**src/rtl/signed_acc_pkg.sv**
```systemverilog
// rtl/signed_acc_pkg.sv - shared state encoding and default parameters
package signed_acc_pkg;

  typedef enum logic [1:0] {
    IDLE  = 2'd0,
    ACCUM = 2'd1,
    DONE  = 2'd2
  } state_t;

  localparam int DEF_ACC_W     = 8;
  localparam int DEF_FRAME_LEN = 4;

endpackage

```
**src/rtl/signed_sum_accum_if.sv**
```systemverilog
// rtl/signed_sum_accum_if.sv - beat input / frame result handshake bundle
interface signed_sum_accum_if
  import signed_acc_pkg::*;
#(
  parameter int ACC_W = DEF_ACC_W
);
  logic             in_valid;
  logic             in_ready;
  logic [4:0]       in_sum;
  logic             in_ovf;
  logic             flush;
  logic             out_valid;
  logic             out_ready;
  logic [ACC_W-1:0] out_acc;
  logic [7:0]       out_count;
  logic             out_sat;
  logic             out_ovf;

  modport master (
    output in_valid, in_sum, in_ovf, flush, out_ready,
    input  in_ready, out_valid, out_acc, out_count, out_sat, out_ovf
  );

  modport slave (
    input  in_valid, in_sum, in_ovf, flush, out_ready,
    output in_ready, out_valid, out_acc, out_count, out_sat, out_ovf
  );
endinterface

```
**src/rtl/signed_sum_accum_sat_add.sv**
```systemverilog
// rtl/signed_sum_accum_sat_add.sv - combinational W-bit signed add clamped to range
module sat_add #(
  parameter int W = 8
) (
  input  logic [W-1:0] a,
  input  logic [W-1:0] b,
  output logic [W-1:0] sum,
  output logic         sat
);
  logic [W:0] wide;

  assign wide = {a[W-1], a} + {b[W-1], b};

  // Overflow shows up as disagreement between the guard bit and the W-bit sign.
  always_comb begin
    sum = wide[W-1:0];
    sat = 1'b0;
    if (wide[W] != wide[W-1]) begin
      sat = 1'b1;
      sum = wide[W] ? {1'b1, {(W-1){1'b0}}} : {1'b0, {(W-1){1'b1}}};
    end
  end
endmodule

```
**src/rtl/signed_sum_accum.sv**
```systemverilog
// rtl/signed_sum_accum.sv - frames signed adder sums into a saturated total with sticky flags
module signed_sum_accum
  import signed_acc_pkg::*;
#(
  parameter int ACC_W     = DEF_ACC_W,
  parameter int FRAME_LEN = DEF_FRAME_LEN
) (
  input logic               clk,
  input logic               rst,
  signed_sum_accum_if.slave bus
);
  localparam logic [7:0] LAST = 8'(FRAME_LEN);

  state_t           state;
  state_t           state_nx;
  logic [ACC_W-1:0] acc;
  logic [7:0]       count;
  logic             sat_st;
  logic             ovf_st;
  logic             accept;
  logic [ACC_W-1:0] beat_ext;
  logic [ACC_W-1:0] add_sum;
  logic             add_sat;

  assign accept   = bus.in_valid && bus.in_ready;
  assign beat_ext = {{(ACC_W-5){bus.in_sum[4]}}, bus.in_sum};

  sat_add #(.W(ACC_W)) u_sat_add (
    .a  (acc),
    .b  (beat_ext),
    .sum(add_sum),
    .sat(add_sat)
  );

  always_ff @(posedge clk or posedge rst) begin
    if (rst) state <= IDLE;
    else     state <= state_nx;
  end

  always_comb begin
    state_nx = state;
    case (state)
      IDLE: begin
        if (accept && (LAST == 8'd1 || bus.flush)) state_nx = DONE;
        else if (accept)                          state_nx = ACCUM;
      end
      ACCUM: begin
        // Flush alone closes the frame; a beat in the same cycle is folded in first.
        if (bus.flush || (accept && (count + 8'd1) == LAST)) state_nx = DONE;
      end
      DONE: begin
        if (bus.out_ready) state_nx = IDLE;
      end
      default: state_nx = IDLE;
    endcase
  end

  always_comb begin
    bus.in_ready  = (state != DONE);
    bus.out_valid = (state == DONE);
  end

  always_ff @(posedge clk or posedge rst) begin
    if (rst) begin
      acc    <= '0;
      count  <= '0;
      sat_st <= 1'b0;
      ovf_st <= 1'b0;
    end else if (accept) begin
      if (state == IDLE) begin
        acc    <= beat_ext;
        count  <= 8'd1;
        sat_st <= 1'b0;
        ovf_st <= bus.in_ovf;
      end else begin
        acc    <= add_sum;
        count  <= count + 8'd1;
        sat_st <= sat_st | add_sat;
        ovf_st <= ovf_st | bus.in_ovf;
      end
    end
  end

  // Totals are only touched on accepted beats, so they stay frozen throughout DONE.
  assign bus.out_acc   = acc;
  assign bus.out_count = count;
  assign bus.out_sat   = sat_st;
  assign bus.out_ovf   = ovf_st;
endmodule

```
**src/flat_wrapper.sv**
```systemverilog
// flat-port wrapper written by rule: the top's interface ports become plain ports
module signed_sum_accum_flat import signed_acc_pkg::*;
#(
  parameter int ACC_W     = DEF_ACC_W,
  parameter int FRAME_LEN = DEF_FRAME_LEN
)
  (clk, rst, bus_in_valid, bus_in_sum, bus_in_ovf, bus_flush, bus_out_ready, bus_in_ready, bus_out_valid, bus_out_acc, bus_out_count, bus_out_sat, bus_out_ovf);
  signed_sum_accum_if #(.ACC_W(ACC_W)) bus_i ();
  input logic clk;
  input logic rst;
  input wire logic [$bits(bus_i.in_valid)-1:0] bus_in_valid;
  input wire logic [$bits(bus_i.in_sum)-1:0] bus_in_sum;
  input wire logic [$bits(bus_i.in_ovf)-1:0] bus_in_ovf;
  input wire logic [$bits(bus_i.flush)-1:0] bus_flush;
  input wire logic [$bits(bus_i.out_ready)-1:0] bus_out_ready;
  output wire logic [$bits(bus_i.in_ready)-1:0] bus_in_ready;
  output wire logic [$bits(bus_i.out_valid)-1:0] bus_out_valid;
  output wire logic [$bits(bus_i.out_acc)-1:0] bus_out_acc;
  output wire logic [$bits(bus_i.out_count)-1:0] bus_out_count;
  output wire logic [$bits(bus_i.out_sat)-1:0] bus_out_sat;
  output wire logic [$bits(bus_i.out_ovf)-1:0] bus_out_ovf;
  assign bus_i.in_valid = bus_in_valid;
  assign bus_i.in_sum = bus_in_sum;
  assign bus_i.in_ovf = bus_in_ovf;
  assign bus_i.flush = bus_flush;
  assign bus_i.out_ready = bus_out_ready;
  assign bus_in_ready = bus_i.in_ready;
  assign bus_out_valid = bus_i.out_valid;
  assign bus_out_acc = bus_i.out_acc;
  assign bus_out_count = bus_i.out_count;
  assign bus_out_sat = bus_i.out_sat;
  assign bus_out_ovf = bus_i.out_ovf;
  signed_sum_accum #(.ACC_W(ACC_W), .FRAME_LEN(FRAME_LEN)) u_core (.clk(clk), .rst(rst), .bus(bus_i));
endmodule
```
**config.mk**
```make
export PLATFORM = sky130hd
export DESIGN_NAME = signed_sum_accum_flat
export DESIGN_NICKNAME = d
export VERILOG_FILES = /design/src/rtl/signed_acc_pkg.sv /design/src/rtl/signed_sum_accum_if.sv /design/src/rtl/signed_sum_accum_sat_add.sv /design/src/rtl/signed_sum_accum.sv /design/src/flat_wrapper.sv
export SDC_FILE = /design/constraint.sdc
export NUM_CORES = 1
export LEC_CHECK = 0
export CAP_MARGIN = 0
export CELL_PAD_IN_SITES_DETAIL_PLACEMENT = 1
export CELL_PAD_IN_SITES_GLOBAL_PLACEMENT = 1
export CORE_MARGIN = 1
export CORE_UTILIZATION = 38
export DETAILED_ROUTE_END_ITERATION = 12
export HOLD_SLACK_MARGIN = 0.06
export MAX_ROUTING_LAYER = met4
export PLACE_DENSITY_LB_ADDON = 0.1
export SYNTH_ARGS = -nofsm -noshare
export SYNTH_HDL_FRONTEND = slang
export SYNTH_SLANG_ARGS = --single-unit
```
**constraint.sdc**
```tcl
create_clock -name clk -period 2.45 [get_ports clk]
set_input_delay 0.49 -clock clk [delete_from_list [all_inputs] [get_ports clk]]
set_output_delay 0.49 -clock clk [all_outputs]
set_load 0.03 [all_outputs]
```
-- Word-level counts from Yosys, hierarchy flattened
Index checks and enable logic that the tools add are counted.
- register bits after elaboration: 20
- input port bits: 11
- output and inout bits: 20
- logic and storage cells: 35
- add/sub/neg operators: 2
- eq/ne operators: 8
- mux-type cells: 12
- bitwise gates (word level): 2
- reduce and logical (&&, ||, !) cells: 6
- operators by type and width (cell ; number):
    8-bit two-way mux ; 4
    8-bit by 5-bit adder with 9-bit output ; 1
    8-bit by 1-bit adder with 8-bit output (second input constant) ; 1
    8-bit by 3-bit == test with 1-bit output (second input constant) ; 1
    2-bit two-way mux ; 4
    2-bit one-hot mux with 3 select lines ; 1
    2-bit != test (second input constant) ; 2
    1-bit logical AND ; 3
    1-bit two-way mux ; 3
    3-bit by 1-bit != test with 1-bit output (second input constant) ; 1
    3-bit AND reduction ; 1
    2-bit by 1-bit == test with 1-bit output (second input constant) ; 1
    2-bit == test (second input constant) ; 1
    2-bit logical NOT ; 1
    2-bit by 1-bit != test with 1-bit output (second input constant) ; 1
    1-bit bitwise OR ; 2
    1-bit logical OR ; 1
    1-bit != test ; 1

-- Longest topological paths before layout
- word-level depth: 6
- gate-level depth with buffers: 9

-- Hierarchy
Synthesis repeated with hierarchy kept, for this count alone.
- cells, all modules: 176
- area total of the unflattened synthesis: 1496.4 um2
- by module, submodules not included (module ; times used ; cells an instance ; area an instance (um2) ; seq. area each (um2)):
    signed_sum_accum ; 1 ; 120 ; 1063.5 ; 500.5
    sat_add ; 1 ; 56 ; 432.9 ; 0.0

-- Least setup slack after synthesis
OpenSTA, ideal clock, no wires.
- path type: flip-flop to flip-flop
- start point: register u_core.acc[0] (netlist: u_core.bus.out_acc[0])
- end point: register u_core.acc[1] (netlist: u_core.bus.out_acc[1])
- setup time: 0.101 ns
- arrival: 2.315 ns
- required time: 2.349 ns
- setup slack: 0.034 ns
- stages on the path, launching flop included: 10
- buffers on the path: 0
- cells stage by stage: dfrtp_1 -> ha_1 -> inv_1 -> fa_1 -> nand2b_1 -> a21oi_1 -> a221o_1 -> mux2i_2 -> or3_4 -> o311ai_2
- word-level cells in the longest chain between the ends: 4
- elaborated cells between the ends (all ways): 5
- RTL lines (element ; RTL line ; RTL):
    from (decl) ; signed_sum_accum.sv:16 ; logic [ACC_W-1:0] acc;
    from (signal assigned) ; signed_sum_accum.sv:71 ; acc <= beat_ext;
    from (signal assigned) ; signed_sum_accum.sv:76 ; acc <= add_sum;
    8-bit by 5-bit adder with 9-bit output * ; signed_sum_accum_sat_add.sv:12 ; assign wide = {a[W-1], a} + {b[W-1], b};
    8-bit two-way mux or 1-bit != test (tied branches) ; signed_sum_accum_sat_add.sv:20, signed_sum_accum_sat_add.sv:18 ;
    8-bit two-way mux * ; signed_sum_accum_sat_add.sv:18 ; if (wide[W] != wide[W-1]) begin
    8-bit two-way mux * ; signed_sum_accum.sv:70 ; if (state == IDLE) begin
Mark *: on every way between the ends. The rest lies on a longest branch, timed or not.
A chain may end at the register's enable or synchronous reset.

-- Final worst setup path
- start point: input bus_in_sum[0]
- end point: register u_core.acc[1] (netlist: u_core.bus.out_acc[1])
- word-level cells in the longest chain between the ends: 4
- elaborated cells between the ends (all ways): 5
- RTL lines (element ; RTL line ; RTL):
    from (decl) ; flat_wrapper.sv:12 ; input wire logic [$bits(bus_i.in_sum)-1:0] bus_in_sum;
    8-bit by 5-bit adder with 9-bit output * ; signed_sum_accum_sat_add.sv:12 ;
    8-bit two-way mux or 1-bit != test (tied branches) ; signed_sum_accum_sat_add.sv:20, signed_sum_accum_sat_add.sv:18 ;
    8-bit two-way mux * ; signed_sum_accum_sat_add.sv:18 ;
    8-bit two-way mux * ; signed_sum_accum.sv:70 ;
Marked as above.

==> flow_summary.ini <==
[route]
drtAntennaViolNets = 0
drtPass1Iterations = 4
drtIter0Drc = 72
num_vias = 1460
drc = 0
wire_per_inst_um = 16.4
viasPerCell = 5.59
wl_mm = 4.27

[floorplanning]
ios = 31
fp.dieW_um = 64.4
start_util = 0.401
rows = 22
dieArea_um2 = 4150
core-area_um2 = 3690
dieHeight_um = 64.4

[sta]
hold_slack_ps = 533
fin_crit_sh = 0.958
period_needed_ps = 2350
drv_slew = 0
hold_violations = 0
setup_viol_count_final = 0
rsz0062_at_grt = false
slew_headroom = 0.487
clock_skew_ps = 1.87
worst_pin_slew_ps = 769
fmax_ghz = 0.426

[worst_setup_path]
cpPeakStageDelay_ps = 420
cp-start-kind = primary input
slowest_stage = a221o_2
critical-path-top-delay-family = compound AO/OA/AOI/OAI gates
r2r_end = u_core.bus.out_acc[1]
crit_cells = 9
cp.required_ps = 2610
worstSetupPathType = primary input to flop
r2r_start = u_core.bus.out_acc[0]
ff2ff_path_depth = 8
r2r_slack_ps = 150
path_cells = dlygate4sd2_1, ha_2, buf_4, a211oi_2, o21ai_2, a221o_2, xnor2_4, or3_4, o311ai_2
timing.critical_path.buf_inv = 2
setup.worst_path.start = bus_in_sum[0]
crit_fanout = 6
crit_arrival_ps = 2510
end_kind = flop
crit_path_end = u_core.bus.out_acc[1]

[synthesis]
syn-cell-area_um2 = 1480
yosys-top-cells-area = dfrtp_1 34%, ha_1 7.6%, a21oi_1 5.1%
yosysTopAreaCell = dfrtp_1
synth.avg_cell_area_um2 = 8.91
synth_edf_count = 0
ys_async_sr_fraction = 1.00
synthFlopType = dfrtp_1
synth_cells = 166
yosysMostFrequentCell = dfrtp_1
ys_seq_area_frac = 0.338
synth_seq_cells = 20
synth_top_area_frac = 0.338
yosysUniqueCellTypes = 48
synth.top_cells.by_count = 20 x dfrtp_1, 15 x a21oi_1, 14 x nand2_1, 14 x nor2_1, 14 x o21ai_0
yosys_warnings = 0
synth_nets = 187

[job]
maxCapViolations = 0

[power_and_ir_drop]
switching_share = 0.441
p_int_uw = 1410
leakage_uw = 0.000889
clkPwrFrac = 0.088
total_power_uw = 2530
ir_drop_mv = 0.690
p_comb_frac = 0.681
power.density_nw_per_um2 = 1190
p_sw_uw = 1110
power_frac_seq = 0.230

[global_routing]
grt_start_max_net_pins = 21
overflow = 0
grtUsageTotal = 0.237
grt_pass1_vias = 1573
grt_pass1_wl_mm = 7.40
antenna_found_initial = 0

[placed_design]
placed_area_um2 = 1970
detailedPlacementHpwl_mm = 3.26
numPortBuffers = 30
place_congestion = 0.766

[clock_tree]
clk_path_buf_depth = 2
cts_made_buffers = 3
holdBufCountCts = 0
cts_root_buffer = clkbuf_8
clk_pin_slew_worst_paths_ps = 80
h-tree-depth = 1
cts.sinks = 20
cts_tree = done
insertion_delay_ps = 260

[layout]
design_area_um2 = 2130
insertedDiodeCount = 0
synthToLayoutAreaGrowth_pct = 43.7
nNetsFinal = 236
layout-drive-gt1-share = 0.230

[min_path]
hold_path.class = flop to flop

[run_status]
status = finished clean
-- worst min-delay path, delay by kind of cell (launching register included) --
family / cells / cell delay, ps
AO/OA/AOI/OAI: 1 / 60
flip-flops: 1 / 380
AND/OR/NAND/NOR: 1 / 60
-- how the worst min path moves through the flow --
stage	start	to	slack (ps)	cells past startpoint
2_1_floorplan	rst	u_core.bus.out_acc[0]	450	1
4_1_cts	u_core.bus.out_acc[7]	u_core.bus.out_acc[7]	540	2
5_1_grt	u_core.bus.out_count[7]	u_core.bus.out_count[7]	570	1
6_report	u_core.bus.out_acc[7]	u_core.bus.out_acc[7]	530	2
3_5_place_dp	u_core.bus.out_acc[7]	u_core.bus.out_acc[7]	510	2
3_3_place_gp	u_core.bus.out_ovf	u_core.bus.out_ovf	500	2
-- placed cells by master, fill, tap and decap left out, types with 4 or more instances in the layout --
cell type,synthesis,final
a21oi_1,15,13
buf_4,0,20
clkdlybuf4s50_1,0,25
dfrtp_1,20,20
dlygate4sd2_1,0,4
ha_4,0,6
inv_1,6,5
nand2_1,14,14
nand2b_1,6,5
nand3_1,4,4
nor2_1,14,14
o21ai_0,14,14
o21ai_1,5,5
xor2_1,4,4
-- state kept, by name, indices dropped and copies added (netlist names) --
name                  count
u_core.bus.out_acc        8
u_core.bus.out_count      8
u_core.bus.out_ovf        1
u_core.state              2
u_core.bus.out_sat        1
-- metrics by stage --
stage / setup TNS (ps) / instances / setup WS [ps] / util
after detailed placement: -4680 / 258 / -559 / 0.534
after floorplan: 0 / 166 / 34.3 / -
after global placement: -3520 / 258 / -425 / 0.534
after global routing: 0 / 261 / 22.2 / 0.576
after CTS: 0 / 261 / 9.88 / 0.572
final: 0 / 261 / 104 / 0.576
-- area by class of cell --
cell class,count,area [µm²]
inverter,6,22.5
sequential,20,500
timing repair buffer,51,459
multi-input combinational,133,1040
clock buffer,3,41.3
fill,443,1560
tap,48,60.1
-- metal layers --
layer | wire length (µm) | GRT usage | vias to the layer above
li1 | - | - | 706
met1 | 1950 | 0.295 | 715
met2 | 2150 | 0.397 | 31
met3 | 101 | 0.0286 | 8
met4 | 61 | 0.0778 | 0
met5 | 0 | - | -
-- cells by family after synthesis --
| family | Yosys count | share of synthesized area |
|---|---|---|
| AOI/OAI and AO/OA | 56 | 0.256 |
| muxes | 2 | 0.0161 |
| adders and majority gates | 13 | 0.110 |
| DFF | 20 | 0.338 |
| buffers and inverters | 13 | 0.0338 |
| xor gates and xnor gates | 8 | 0.0601 |
| and+or+nand+nor | 54 | 0.185 |
-- power by group through the flow --
stage,combinational (µW),clock [µW],sequential [µW]
finish,1720,223,582
global route,1890,235,597
CTS,1720,222,578
detailed placement,1590,0,558
global placement,1520,0,550
floorplan,813,0,704
-- what timing repair did --
action                                  CTS  global route
resized for setup                        19             2
pin swaps                                 7             4
setup buffers                             0             0
endpoints found under the setup margin    9             7
cloned                                    0             0
(Power assumes the default switching activity.)
